[src/rtl/pulse_gen_pkg.sv]
// ----------------------------------------------------------------------------
// pulse_gen_pkg
// Shared definitions for the multi-channel pulse generator.
//   MIN_PERIOD  : shortest period (in strobes) a channel may be loaded with
//   ch_state_e  : per-channel phase (not yet started / running)
//   load_ok()   : width-generic validation of a load request
// The per-channel {period, high} config struct depends on CNT_W. It is
// declared inside pulse_gen_ch so it can use that parameter; load_ok()
// takes zero-extended 64-bit operands, which covers any CNT_W <= 64.
// ----------------------------------------------------------------------------
package pulse_gen_pkg;

  localparam int unsigned MIN_PERIOD = 2;

  typedef enum logic {
    CH_IDLE = 1'b0,
    CH_RUN  = 1'b1
  } ch_state_e;

  // A load is only taken if it addresses an existing channel and describes
  // a waveform the channel counter can represent (period >= 2, high <= period).
  function automatic logic load_ok(input logic [31:0] ch,
                                   input logic [31:0] num_ch,
                                   input logic [63:0] period,
                                   input logic [63:0] high);
    return (ch < num_ch) && (period >= 64'(MIN_PERIOD)) && (high <= period);
  endfunction

endpackage

[src/rtl/pulse_gen_ch.sv]
// ----------------------------------------------------------------------------
// pulse_gen_ch
// One channel of the pulse generator: period counter, active and shadow
// {period, high} registers, start-up phase, registered wave and tick.
//
// State table
//   state   | meaning
//   CH_IDLE | after reset; the next strobe always starts a new period
//   CH_RUN  | counting within a period; a wrap happens at cnt == period-1
//
// Ports
//   clk        in   system clock
//   rst_n      in   asynchronous active-low reset
//   ce         in   counting strobe shared by all channels
//   ld         in   accepted load for this channel (already validated)
//   ld_period  in   new period in strobes
//   ld_high    in   new high time in strobes
//   wave       out  registered waveform
//   tick       out  one-cycle pulse at the start of every period
// ----------------------------------------------------------------------------
module pulse_gen_ch
  import pulse_gen_pkg::*;
#(
  parameter int unsigned CNT_W      = 24,
  parameter int unsigned DEF_PERIOD = 8,
  parameter int unsigned DEF_HIGH   = 4
) (
  input  logic             clk,
  input  logic             rst_n,
  input  logic             ce,
  input  logic             ld,
  input  logic [CNT_W-1:0] ld_period,
  input  logic [CNT_W-1:0] ld_high,
  output logic             wave,
  output logic             tick
);

  typedef struct packed {
    logic [CNT_W-1:0] period;
    logic [CNT_W-1:0] high;
  } cfg_t;

  localparam cfg_t DEF_CFG = '{period: CNT_W'(DEF_PERIOD), high: CNT_W'(DEF_HIGH)};

  ch_state_e        state, state_nxt;
  logic [CNT_W-1:0] cnt, cnt_nxt;
  logic [CNT_W-1:0] cnt_inc;
  cfg_t             active, active_nxt;
  cfg_t             shadow, shadow_nxt;
  cfg_t             ld_cfg;
  cfg_t             incoming;
  logic             wave_nxt;
  logic             tick_nxt;
  logic             wrap;

  always_ff @(posedge clk or negedge rst_n) begin
    if (!rst_n) begin
      state  <= CH_IDLE;
      cnt    <= '0;
      active <= DEF_CFG;
      shadow <= DEF_CFG;
      wave   <= 1'b0;
      tick   <= 1'b0;
    end else begin
      state  <= state_nxt;
      cnt    <= cnt_nxt;
      active <= active_nxt;
      shadow <= shadow_nxt;
      wave   <= wave_nxt;
      tick   <= tick_nxt;
    end
  end

  always_comb begin
    ld_cfg.period = ld_period;
    ld_cfg.high   = ld_high;
    // A load arriving on the wrapping strobe goes straight into active.
    incoming   = ld ? ld_cfg : shadow;
    cnt_inc    = cnt + CNT_W'(1);
    wrap       = (state == CH_IDLE) || (cnt == active.period - CNT_W'(1));

    state_nxt  = state;
    cnt_nxt    = cnt;
    active_nxt = active;
    shadow_nxt = incoming;
    wave_nxt   = wave;
    tick_nxt   = 1'b0;

    if (ce) begin
      if (wrap) begin
        state_nxt  = CH_RUN;
        cnt_nxt    = '0;
        active_nxt = incoming;
        tick_nxt   = 1'b1;
        wave_nxt   = (incoming.high != '0);
      end else begin
        cnt_nxt    = cnt_inc;
        wave_nxt   = (cnt_inc < active.high);
      end
    end
  end

endmodule

[src/rtl/multi_ch_pulse_gen.sv]
// ----------------------------------------------------------------------------
// multi_ch_pulse_gen
// NUM_CH independent periodic waveforms driven from one shared counting
// strobe. Each channel has its own period and high time (in strobes),
// reloadable at run time through shadow registers that take effect at the
// channel's next period start, plus a one-cycle start-of-period tick.
//
// Build option
//   PULSE_GEN_PRESCALER_EN defined   : strobe every PRESCALE enabled clocks
//   PULSE_GEN_PRESCALER_EN undefined : strobe on every enabled clock, no
//                                      prescaler logic, PRESCALE ignored
//
// Ports
//   i_clk        in   system clock (only clock)
//   i_rst_n      in   asynchronous active-low reset
//   i_en         in   global run enable; low freezes all state and outputs
//   i_ld         in   one-cycle load strobe
//   i_ld_ch      in   target channel of the load
//   i_ld_period  in   new period in strobes (>= 2)
//   i_ld_high    in   new high time in strobes (<= period)
//   o_ld_err     out  one-cycle pulse, one clock after a rejected load
//   o_wave       out  per-channel waveform
//   o_tick       out  per-channel start-of-period pulse
// CLK_FREQ documents the clock rate and only feeds the DEF_PERIOD default.
// ----------------------------------------------------------------------------
module multi_ch_pulse_gen
  import pulse_gen_pkg::*;
#(
  parameter int unsigned CLK_FREQ   = 12000000,
  parameter int unsigned PRESCALE   = 16,
  parameter int unsigned NUM_CH     = 2,
  parameter int unsigned CNT_W      = 24,
  parameter int unsigned DEF_PERIOD = CLK_FREQ / PRESCALE,
  parameter int unsigned DEF_HIGH   = DEF_PERIOD / 2
) (
  input  logic                                            i_clk,
  input  logic                                            i_rst_n,
  input  logic                                            i_en,
  input  logic                                            i_ld,
  input  logic [((NUM_CH > 1) ? $clog2(NUM_CH) : 1)-1:0]  i_ld_ch,
  input  logic [CNT_W-1:0]                                i_ld_period,
  input  logic [CNT_W-1:0]                                i_ld_high,
  output logic                                            o_ld_err,
  output logic [NUM_CH-1:0]                               o_wave,
  output logic [NUM_CH-1:0]                               o_tick
);

  localparam int unsigned CH_W = (NUM_CH > 1) ? $clog2(NUM_CH) : 1;

  logic ce;
  logic ld_valid;
  logic ld_ok;

`ifdef PULSE_GEN_PRESCALER_EN
  localparam int unsigned PRESC_W = $clog2(PRESCALE);

  logic [PRESC_W-1:0] presc;

  assign ce = i_en && (presc == PRESC_W'(PRESCALE - 1));

  always_ff @(posedge i_clk or negedge i_rst_n) begin
    if (!i_rst_n) begin
      presc <= '0;
    end else if (ce) begin
      presc <= '0;
    end else if (i_en) begin
      presc <= presc + PRESC_W'(1);
    end
  end
`else
  assign ce = i_en;
`endif

  assign ld_valid = load_ok(32'(i_ld_ch), NUM_CH, 64'(i_ld_period), 64'(i_ld_high));
  assign ld_ok    = i_ld && ld_valid;

  always_ff @(posedge i_clk or negedge i_rst_n) begin
    if (!i_rst_n) begin
      o_ld_err <= 1'b0;
    end else begin
      o_ld_err <= i_ld && !ld_valid;
    end
  end

  for (genvar g = 0; g < NUM_CH; g++) begin : g_ch
    logic ld_sel;

    assign ld_sel = ld_ok && (i_ld_ch == CH_W'(g));

    pulse_gen_ch #(
      .CNT_W      (CNT_W),
      .DEF_PERIOD (DEF_PERIOD),
      .DEF_HIGH   (DEF_HIGH)
    ) u_ch (
      .clk        (i_clk),
      .rst_n      (i_rst_n),
      .ce         (ce),
      .ld         (ld_sel),
      .ld_period  (i_ld_period),
      .ld_high    (i_ld_high),
      .wave       (o_wave[g]),
      .tick       (o_tick[g])
    );
  end

endmodule

[config.mk]
export PLATFORM = sky130hd
export DESIGN_NAME = multi_ch_pulse_gen
export DESIGN_NICKNAME = d
export VERILOG_FILES = /design/src/rtl/pulse_gen_pkg.sv /design/src/rtl/pulse_gen_ch.sv /design/src/rtl/multi_ch_pulse_gen.sv
export SDC_FILE = /design/constraint.sdc
export NUM_CORES = 1
export LEC_CHECK = 0
export BUFFER_PORTS_ARGS = -buffer_cell sky130_fd_sc_hd__buf_4
export CORE_ASPECT_RATIO = 1.1
export CORE_MARGIN = 4
export CORE_UTILIZATION = 55
export CTS_CLUSTER_DIAMETER = 150
export CTS_CLUSTER_SIZE = 14
export DETAILED_ROUTE_END_ITERATION = 7
export PLACE_DENSITY = 0.83
export SLEW_MARGIN = 10
export SYNTH_ARGS = -nofsm -noshare
export SYNTH_HDL_FRONTEND = slang
export SYNTH_SLANG_ARGS = --single-unit
[constraint.sdc]
create_clock -name i_clk -period 10.1 [get_ports i_clk]
set_input_delay 1.01 -clock i_clk [delete_from_list [all_inputs] [get_ports i_clk]]
set_output_delay 1.01 -clock i_clk [all_outputs]
set_load 0.005 [all_outputs]
Word-level counts from Yosys, hierarchy flattened
Index checks and enable logic that the tools add are counted.
{"block": "op_classes", "magnitude_cmp": 4, "n_addsub": 4, "n_eq_ne": 2, "muxes": 10, "n_reduce_logical": 12, "n_bitwise": 3}
{"operator": "2-to-1 mux 48 bit", "count": 2}
{"operator": "adder 24 x 1 -> 24 bit (second input constant)", "count": 2}
{"operator": "== test 24 bit", "count": 2}
{"operator": "less-than comparator 24 bit", "count": 2}
{"operator": "2-to-1 mux 24 bit", "count": 2}
{"operator": "nonzero test 24 bit", "count": 2}
{"operator": "subtractor 24 x 1 -> 24 bit (second input constant)", "count": 2}
{"operator": "greater-or-equal comparator 24 x 2 -> 1 bit (second input constant)", "count": 1}
{"operator": "less-or-equal comparator 24 bit", "count": 1}
{"operator": "2-to-1 mux 1 bit", "count": 6}
{"operator": "logical AND 1 bit", "count": 5}
{"operator": "AND reduction 2 bit", "count": 2}
{"operator": "inverter 1 bit", "count": 3}
{"operator": "logical OR 1 bit", "count": 2}
{"operator": "logical NOT 1 bit", "count": 1}
{"block": "totals", "elab_cells": 52, "output_inout_bits": 5, "in_bits": 53, "regBits": 247}

Logic depth before layout (Yosys ltp)
Gate-level depths: netlist of run 1.
{"block": "depth", "depth_word": 7, "mapped_depth": 16, "depth_no_buf": 15}

By module
A second synthesis of run 1 with hierarchy kept.
{"block": "hier_totals", "hier_cells": 1243, "area_unflattened_um2": 13939.6}
{"mod": "pulse_gen_ch at g_ch[1].u_ch", "seq_area_each_um2": 3128.0, "area_per_inst_um2": 6643.9, "cells_per_inst": 576, "n_inst": 1}
{"mod": "pulse_gen_ch at g_ch[0].u_ch", "seq_area_each_um2": 3128.0, "area_per_inst_um2": 6551.3, "cells_per_inst": 565, "n_inst": 1}
{"mod": "multi_ch_pulse_gen", "seq_area_each_um2": 25.0, "area_per_inst_um2": 744.5, "cells_per_inst": 102, "n_inst": 1}

Worst setup path before layout of run 1
Ideal clock, no wire load.
{"block": "synth_path", "kind": "input port to flip-flop", "start": "in i_ld_period[19]", "end": "reg g_ch[1].u_ch.active[39] (netlist name)", "arrival_time_ns": 3.781, "slack_ns": 6.192, "setup_ns": 0.128, "t_required_ns": 9.972, "path_buffers": 2, "cell_stages": 12, "cell_sequence": "inv_1 > ha_1 > nand4_1 > nor4_1 > inv_1 > nor3_1 > a21oi_1 > nor3_1 > clkbuf_1 > buf_1 > mux2_2 > mux2_1"}
{"element": "from (decl)", "line_no": "multi_ch_pulse_gen.sv:41", "text": "input logic [CNT_W-1:0] i_ld_period,"}
{"element": "to (signal assigned)", "line_no": "pulse_gen_ch.sv:67", "text": "active <= active_nxt;"}
{"element": "to (decl)", "line_no": "pulse_gen_ch.sv:48", "text": "cfg_t active, active_nxt;"}

Worst setup path after layout of run 1
{"block": "layout_path", "start": "reg g_ch[1].u_ch.active[24] (netlist name)", "end": "reg g_ch[1].u_ch.active[26] (netlist name)"}
{"block": "layout_between", "elab_chain_len": 4}
{"element": "subtractor 24 x 1 -> 24 bit", "line_no": "pulse_gen_ch.sv:80", "text": "wrap = (state == CH_IDLE) || (cnt == active.period - CNT_W'(1));"}
{"element": "== test 24 bit", "line_no": "pulse_gen_ch.sv:80"}
{"element": "logical OR 1 bit", "line_no": "pulse_gen_ch.sv:80"}
{"element": "AND reduction 2 bit (no line)"}
Every way passes these cells.
A chain may end at the register's enable or synchronous reset.

==> impl_metrics.toml, run 1 <==
[setup_path]
arrival_ns = 4.93
crit_chain = "inv_1, ha_1, nor3b_1, nand4_1, or4_1, nand4_1, o32a_1, a41o_2, nand2_2, mux2_1"
crit_path_max_fanout = 50
worst_path_most_repeated_cell = "nand4_1"
ff2ff_setup_slack_ns = 5.54
worstSetupPathType = "flip-flop to flip-flop"
cpPeakStageDelay_ns = 0.76
startpoint_type = "flip-flop"
slowest_stage = "nand2_2"
end_kind = "flip-flop"
required_ns = 10.48

[clock_tree]
cts_setup_buffers = 0
cts_tree = "done"
cts_made_buffers = 21
clk_pin_slew_worst_paths_ns = 0.07
holdBufCountCts = 0
htree_levels = 1
clockBufferDepth = 3
clock-sinks = 247
insertion_delay_ns = 0.51
cts_resized = 0
cts-root-buf = "clkbuf_16"

[synth]
synth_common_cells = "dfrtp_1, mux2_2, inv_1, dfstp_2, ha_1"
synth_edf_count = 0
ys_ff_latch = 247
ys_warn_count = 0
synth.most_common_cell = "dfrtp_1"
avgSynthCellArea_um2 = 10.9
synth_cells = 1299
ys.flop_type = "dfrtp_1"
yosysTopAreaCellShare = 0.295
syn_nets = 1426
yosys.area.top_type = "dfrtp_1"
synth_area_um2 = 14200
synthTopCellsByArea = "dfrtp_1, dfstp_2, mux2_2, ha_1, mux2_1"
ys_types = 67
synth_seq_area_share = 0.444
async_flop_share = 1.00

[global_route]
grt_pass1_vias = 10100
antenna_found_initial = 0
grt_max_degree = 114
grt_overflow = 0
grt_util_all_layers = 0.238
grt_pass1_wl_um = 54600

[finish]
stdcell_count = 1674
fin_area_um2 = 15400
postLayoutCoreUtil = 0.607
antenna_cells = 0
fillCellCount = 2043
layout-drive-gt1-share = 0.247
final_nets = 1441
area_growth_pct = 8.53

[die]
core_area_um2 = 25300
io_pins = 58
dieArea_um2 = 28400
start_util = 0.559
die_w_um = 161
rows = 61
die_y_um = 176

[detailed_routing]
detail_route.wirelength_um = 33800
drt_drc_violations_left = 0
first_pass_iters = 5
wl_per_cell_um = 20.2
via_count = 10100
avgViaCountPerCell = 6.05
drt_iter0_drc = 752
postRouteAntennaNets = 0

[placed_design]
dp.final_hpwl_um = 25000
placed_area_um2 = 14800
port_buffers = 57
place_congestion = 1.02
placedCellCount = 1637

[run]
maxCapViolCount = 0

[timing]
setup_viol = 0
finalClockSkew_ns = 0.0140
grt_setup_unrepaired = "no"
fmax_ghz = 0.219
setup-tns-final_ns = 0
finalHoldViolCount = 0
fin_crit_ns = 4.56
maxSlewViolCount = 0
post-route-period-util = 0.451
max_slew_margin = 0.223
worst_pin_slew_ns = 1.16

[pwr]
power.leakage_nw = 6.94
power_density_nw_per_um2 = 153
ir_drop_mv = 0.0989

[outcome]
status = "finished, final reports clean"

[hold_path]
min_path_type = "flip-flop to flip-flop"
area by class of cell:
type / instances / area, um^2 / area share
Tap cell: 346 / 433 / 0.0282
Sequential cell: 247 / 6280 / 0.409
Multi-Input combinational cell: 888 / 7240 / 0.471
Inverter: 93 / 349 / 0.0227
Clock buffer: 36 / 582 / 0.0379
Timing Repair Buffer: 63 / 480 / 0.0313
Clock inverter: 1 / 7.51 / 0.000488
metal layers:
layer,track usage,routed length [um],vias to the layer above
met1,0.308,14300,5055
met5,0,0,-
met2,0.411,16700,260
li1,-,-,4720
met3,0.0247,1280,98
met4,0.0963,1540,0
state kept, by name (all words and copies together), names as in the netlist:
name	flops
g_ch.u_ch.wave	2
g_ch.u_ch.tick	2
o_ld_err	1
g_ch.u_ch.state	2
g_ch.u_ch.cnt	48
g_ch.u_ch.shadow	96
g_ch.u_ch.active	96
worst max-delay path, delay by kind of cell, from the launching register on:
kind | cells | cell delay [ns]
buffers and inverters | 1 | 0.08
DFF | 1 | 0.44
and+or+nand+nor | 5 | 2.46
AOI/OAI and AO/OA | 2 | 0.64
muxes | 1 | 0.60
adders and majority gates | 1 | 0.19
where the power goes:
group | switching [mW] | leakage, nW | internal (mW) | total (mW)
Sequential | 0.0774 | 3.00 | 1.13 | 1.21
Clock | 0.356 | 0.277 | 0.391 | 0.747
Combinational | 0.213 | 3.67 | 0.190 | 0.403
Total | 0.647 | 6.94 | 1.71 | 2.36
kinds of logic (layout without fill, tap and decap cells):
| kind of cell | Yosys count | count (layout) | share of synthesized area |
|---|---|---|---|
| flops | 247 | 247 | 0.444 |
| compound gates | 182 | 182 | 0.0901 |
| xor+xnor | 94 | 94 | 0.0581 |
| mux | 205 | 205 | 0.164 |
| fa+ha+maj | 74 | 74 | 0.0654 |
| buf+inv | 164 | 193 | 0.0470 |
| simple gates | 333 | 333 | 0.131 |
placed cells by master (no fill, tap or decap), drive strengths merged, types with 7 or more instances in the layout:
| cell | netlist | routed |
|---|---|---|
| o21ai | 37 | 37 |
| xnor2 | 60 | 60 |
| xor2 | 34 | 34 |
| buf | 25 | 63 |
| nand3 | 32 | 32 |
| dfrtp | 167 | 167 |
| mux2 | 194 | 194 |
| a211oi | 7 | 7 |
| nor2b | 14 | 14 |
| a21oi | 27 | 27 |
| a22o | 18 | 18 |
| nand2 | 65 | 65 |
| nand4 | 37 | 37 |
| or4 | 11 | 11 |
| mux2i | 11 | 11 |
| and3 | 24 | 24 |
| o2bb2ai | 19 | 19 |
| nor4 | 44 | 44 |
| dfstp | 80 | 80 |
| inv | 93 | 93 |
| a31oi | 8 | 8 |
| o211ai | 10 | 10 |
| nor3 | 22 | 22 |
| o22ai | 9 | 9 |
| nor2 | 39 | 39 |
| ha | 74 | 74 |
| clkbuf | 46 | 36 |
| a21o | 11 | 11 |
| nand2b | 9 | 9 |
through the flow:
step	power [mW]	hold WS [ns]	setup slack, ns
after floorplan	1.47	0.414	6.19
after global placement	1.60	0.433	5.69
after detailed placement	1.62	0.436	5.59
after CTS	2.37	0.453	5.60
after global routing	2.47	0.514	5.28
final	2.36	0.450	5.54
worst paths after layout:
check / startpoint / endpoint / cells after the start
min in group asynchronous: i_rst_n / g_ch[0].u_ch.cnt[3] / 1
max in group asynchronous: i_rst_n / g_ch[1].u_ch.shadow[47] / 3
setup / recovery: g_ch[1].u_ch.active[24] / g_ch[1].u_ch.active[26] / 10
setup reg to reg: g_ch[1].u_ch.active[24] / g_ch[1].u_ch.active[26] / 10
hold / removal: g_ch[1].u_ch.state / g_ch[1].u_ch.state / 2
hold reg to reg: g_ch[1].u_ch.state / g_ch[1].u_ch.state / 2
No activity file was read; power rests on OpenSTA's default activity.
==> run 2: changes to the inputs <==
==> constraint.sdc (replaced) <==
create_clock -name i_clk -period 4.78 [get_ports i_clk]
set_input_delay 0.478 -clock i_clk [delete_from_list [all_inputs] [get_ports i_clk]]
set_output_delay 0.478 -clock i_clk [all_outputs]
set_load 0.005 [all_outputs]
==> run 2 against run 1 <==
Effect of this change:
- clock power increased by 110%
- routed wire length increased by 2.1%
- design area increased by 0.40%
- global-route usage increased by 0.47 points
- first-iteration DRC count decreased by 9.4%
- clock skew decreased by 0.0014 ns
- cell count increased by 0.48%
- core utilization increased by 0.24 points
- largest power group unchanged
==> impl_metrics.toml, run 2 (synthesis gave the netlist of run 1 again) <==
[clock_tree]
cts_resized = 0
htree_levels = 1
cts-root-buf = "clkbuf_16"
cts_made_buffers = 21
holdBufCountCts = 0
cts_tree = "done"
cts_setup_buffers = 0
clock-sinks = 247
insertion_delay_ns = 0.52
clockBufferDepth = 3
clk_pin_slew_worst_paths_ns = 0.07

[finish]
layout-drive-gt1-share = 0.251
postLayoutCoreUtil = 0.609
reg_top3 = "g_ch.u_ch.active: 96 flops, g_ch.u_ch.shadow: 96 flops, g_ch.u_ch.cnt: 48 flops"
antenna_cells = 0
final_common_cell = "dfrtp_1"
final_cell_mix = "dfrtp_1, mux2_2, inv_1"
final_nets = 1448
fin_area_um2 = 15400
area_growth_pct = 8.97
stdcell_count = 1682

[global_route]
grt_overflow = 0
grt_util_all_layers = 0.242
grt_pass1_wl_um = 55400
grt_pass1_vias = 10400
antenna_found_initial = 0
grt_max_degree = 118

[pwr]
clkPwrFrac = 0.316
p_int_mw = 3.62
combPwrFrac = 0.173
ir_drop_mv = 0.177
power_mw = 5.02
swShare = 0.277
power_density_nw_per_um2 = 325
power.leakage_nw = 6.98
netSwitchingPower_mw = 1.39
p_seq_frac = 0.510

[detailed_routing]
postRouteAntennaNets = 0
first_pass_iters = 6
detail_route.wirelength_um = 34500
avgViaCountPerCell = 6.05
drt_iter0_drc = 681
drt_drc_violations_left = 0
wl_per_cell_um = 20.5
via_count = 10200

[die]
start_util = 0.559
rows = 61
dieArea_um2 = 28400
core_area_um2 = 25300
io_pins = 58
die_w_um = 161
die_y_um = 176

[setup_path]
startpoint_type = "flip-flop"
end_kind = "flip-flop"
rr_worst_depth = 9
ff2ff_setup_slack_ns = 0.66
regToRegEndpoint = "g_ch[0].u_ch.active[27]"
r2r-start = "g_ch[0].u_ch.active[28]"
worstSetupPathType = "flip-flop to flip-flop"
arrival_ns = 4.52
required_ns = 5.18
crit_path_max_fanout = 30

[timing]
post-route-period-util = 0.861
fin_ws_ns = 0.665
worst_pin_slew_ns = 1.01
setup_viol = 0
finalClockSkew_ns = 0.0126
fin_crit_ns = 4.12
setup-tns-final_ns = 0
fmax_ghz = 0.243
max_slew_margin = 0.322
grt_setup_unrepaired = "no"
finalHoldViolCount = 0
maxSlewViolCount = 0
timing.hold.ws_ns = 0.00600

[placed_design]
place_congestion = 0.920
placedCellCount = 1644
port_buffers = 57
dp_worst_setup_slack_ns = 0.692
placed_area_um2 = 14800
dp.final_hpwl_um = 25700

[hold_path]
min_path_type = "input port to async pin"

[outcome]
status = "finished, final reports clean"

[run]
maxCapViolCount = 0
-- run 2: cell types whose count changed in the layout (fill, tap and decap cells not counted), sizes merged --
cell and delta:
buf +7, inv +1
-- run 2: routing by layer --
layer / part of all wire / wire length, um / vias up / track usage
met2: 0.50 / 17100 / 301 / 0.417
li1: - / - / 4719 / -
met4: 0.058 / 2010 / 0 / 0.126
met5: 0 / 0 / - / 0
met3: 0.039 / 1360 / 115 / 0.0252
met1: 0.41 / 14000 / 5037 / 0.304
-- run 2: layout make-up --
cell class              instances  area, um^2
fillers                      2017        9910
multi-input cells             888        7240
flip-flops and latches        247        6280
clock buffers                  36         582
repair buffers                 70         533
well taps                     346         433
inverters                      93         349
clock inverters                 2        16.3
-- run 2: critical path, stage by stage (launching register included) --
cell     delay [ns]
dfstp_2        0.40
or4_1          0.68
and4b_1        0.52
mux2i_1        0.12
nor3_1         0.24
nor4_2         0.11
and4_1         0.30
o21ai_4        0.81
buf_4          0.42
mux2_2         0.38
-- run 2: worst max path at each step --
stage | startpoint | to | slack [ns] | depth (start not counted)
detailed placement | g_ch[0].u_ch.active[28] | g_ch[0].u_ch.active[27] | 0.69 | 9
CTS | g_ch[0].u_ch.active[28] | g_ch[0].u_ch.active[27] | 0.68 | 9
global route | g_ch[0].u_ch.active[24] | g_ch[0].u_ch.active[27] | 0.36 | 11
finish | g_ch[0].u_ch.active[28] | g_ch[0].u_ch.active[27] | 0.66 | 9
floorplan | i_ld_period[19] | g_ch[1].u_ch.active[39] | 1.40 | 12
global placement | g_ch[0].u_ch.active[28] | g_ch[0].u_ch.active[5] | 0.79 | 9
-- run 2: power groups by stage --
stage / logic [mW] / clock network (mW) / registers [mW]
floorplan: 0.602 / 0 / 2.51
global placement: 0.821 / 0 / 2.57
detailed placement: 0.857 / 0 / 2.59
CTS: 0.871 / 1.62 / 2.56
global route: 0.954 / 1.71 / 2.58
finish: 0.869 / 1.59 / 2.56
==> run 3: changes to the inputs <==
--- a/config.mk
+++ b/config.mk
@@ -7,7 +7,7 @@
 export LEC_CHECK = 0
 export BUFFER_PORTS_ARGS = -buffer_cell sky130_fd_sc_hd__buf_4
 export CORE_ASPECT_RATIO = 1.1
-export CORE_MARGIN = 4
+export CORE_MARGIN = 3
 export CORE_UTILIZATION = 55
 export CTS_CLUSTER_DIAMETER = 150
 export CTS_CLUSTER_SIZE = 14
==> run 3 against run 2 <==
Effect of this change:
- fmax grew 1.6%
- hold slack better by 0.097 ns
- global-route usage decreased by 0.60 points
- routed wire length shrank 3.0%
- total power shrank 0.57%
- clock-buffer cell count fell by 1
- clock skew up 0.011 ns
- clock power hardly changed
- non-clock buffer count decreased by 1
- critical endpoint is now g_ch[0].u_ch.active[44]
==> impl_metrics.toml, run 3 (synthesis gave the netlist of run 1 again) <==
[finish]
regArea_um2 = 6280
layout-drive-gt1-share = 0.251
area_growth_pct = 8.84
fillCellCount = 1934
final_cell_mix = "dfrtp_1, mux2_2, inv_1"
reg_top3 = "g_ch.u_ch.active: 96 flops, g_ch.u_ch.shadow: 96 flops, g_ch.u_ch.cnt: 48 flops"
multi_input_area_um2 = 7240
fin_area_um2 = 15400
final_nets = 1447
final_common_cell = "dfrtp_1"
antenna_cells = 0

[hold_path]
min_path_type = "input port to async pin"

[die]
rows = 60
io_pins = 58
die_w_um = 159
die_y_um = 174
core_area_um2 = 24900
dieArea_um2 = 27700
start_util = 0.568

[placed_design]
place_congestion = 0.905
dp.final_hpwl_um = 24900
placed_area_um2 = 14800
port_buffers = 57

[setup_path]
rr_worst_depth = 9
startpoint_type = "flip-flop"
cpPeakStageDelay_ns = 0.68
regToRegEndpoint = "g_ch[0].u_ch.active[44]"
crit_chain = "or4_1, and4b_1, a21boi_0, o211ai_1, nand3b_1, and4_1, o21ai_4, buf_4, mux2_2"
slowest_stage = "o21ai_4"
critPathBufInv = 1
arrival_ns = 4.44
r2r-start = "g_ch[0].u_ch.active[28]"
worstSetupPathType = "flip-flop to flip-flop"
required_ns = 5.17
path_depth = 9
crit_path_max_fanout = 25
cp-endpoint = "g_ch[0].u_ch.active[44]"
critPathTopFamily = "simple AND/OR/NAND/NOR gates"
ff2ff_setup_slack_ns = 0.73
crit_start = "g_ch[0].u_ch.active[28]"
end_kind = "flip-flop"

[timing]
finalClockSkew_ns = 0.0238
fmax_ghz = 0.247
max_slew_margin = 0.264
fin_crit_ns = 4.05
finalHoldViolCount = 0
grt_setup_unrepaired = "no"
timing.hold.ws_ns = 0.103
worst_pin_slew_ns = 1.09
post-route-period-util = 0.847
maxSlewViolCount = 0
setup-tns-final_ns = 0
setup_viol = 0

[global_route]
grt_pass1_vias = 10300
grt_overflow = 0
antenna_found_initial = 0
grt_max_degree = 136
grt_util_all_layers = 0.236
grt_pass1_wl_um = 53700

[clock_tree]
holdBufCountCts = 0
cts_setup_buffers = 0
cts-root-buf = "clkbuf_16"
cts_resized = 0
insertion_delay_ns = 0.51
cts_made_buffers = 21
cts_tree = "done"
clock-sinks = 247
clk_pin_slew_worst_paths_ns = 0.07
clockBufferDepth = 3
htree_levels = 1

[detailed_routing]
detail_route.wirelength_um = 33500
via_count = 10200
wl_per_cell_um = 20.0
avgViaCountPerCell = 6.09
postRouteAntennaNets = 0
drt_drc_violations_left = 0
drt_iter0_drc = 638
first_pass_iters = 5

[pwr]
ir_drop_mv = 0.188
power.leakage_nw = 6.97
power_density_nw_per_um2 = 324

[outcome]
status = "finished, final reports clean"

[run]
maxCapViolCount = 0
==> run 3: area by class of cell <==
| cell class | count | area share |
|---|---|---|
| Multi-Input combinational cell | 888 | 0.470 |
| Sequential cell | 247 | 0.408 |
| Clock buffer | 35 | 0.0375 |
| Timing Repair Buffer | 69 | 0.0341 |
| Tap cell | 341 | 0.0277 |
| Inverter | 93 | 0.0226 |
| Clock inverter | 2 | 0.00106 |
==> run 3: worst min path at each step <==
stage / to / cells past startpoint / slack [ns] / startpoint
3_5_place_dp: g_ch[1].u_ch.state / 2 / 0.43 / g_ch[1].u_ch.state
4_1_cts: g_ch[0].u_ch.cnt[10] / 1 / 0.14 / i_rst_n
3_3_place_gp: g_ch[1].u_ch.state / 2 / 0.42 / g_ch[1].u_ch.state
6_report: g_ch[0].u_ch.active[5] / 1 / 0.10 / i_rst_n
2_1_floorplan: g_ch[0].u_ch.active[0] / 0 / 0.18 / i_rst_n
5_1_grt: g_ch[0].u_ch.cnt[1] / 1 / 0.18 / i_rst_n
==> run 3: worst reg2reg max path, delay by kind of cell, from the launching register on <==
| family | cells | cell delay [ns] |
|---|---|---|
| simple gates | 4 | 1.62 |
| compound gates | 3 | 1.06 |
| buf+inv | 1 | 0.48 |
| flops | 1 | 0.40 |
| mux | 1 | 0.40 |
==> run 3: per-layer routing <==
layer	share of wire	vias to the layer above	track usage	wire [um]
met1	0.41	5064	0.298	13900
met4	0.045	0	0.0919	1490
met3	0.044	95	0.0262	1480
met5	0	-	0	0
met2	0.50	316	0.419	16600
li1	-	4729	-	-
==> run 3: power by group <==
| part | switching (mW) | internal [mW] |
|---|---|---|
| combinational | 0.458 | 0.405 |
| sequential | 0.163 | 2.39 |
| clock | 0.745 | 0.827 |
| total | 1.37 | 3.62 |
==> run 3: per-stage QoR <==
stage | power [mW] | std cells | setup WS, ns | util
global placement | 3.38 | 1638 | 0.814 | 0.595
detailed placement | 3.44 | 1638 | 0.774 | 0.595
CTS | 5.02 | 1675 | 0.735 | 0.618
finish | 4.99 | 1675 | 0.731 | 0.618
global route | 5.21 | 1675 | 0.513 | 0.618
floorplan | 3.11 | 1299 | 1.40 | -
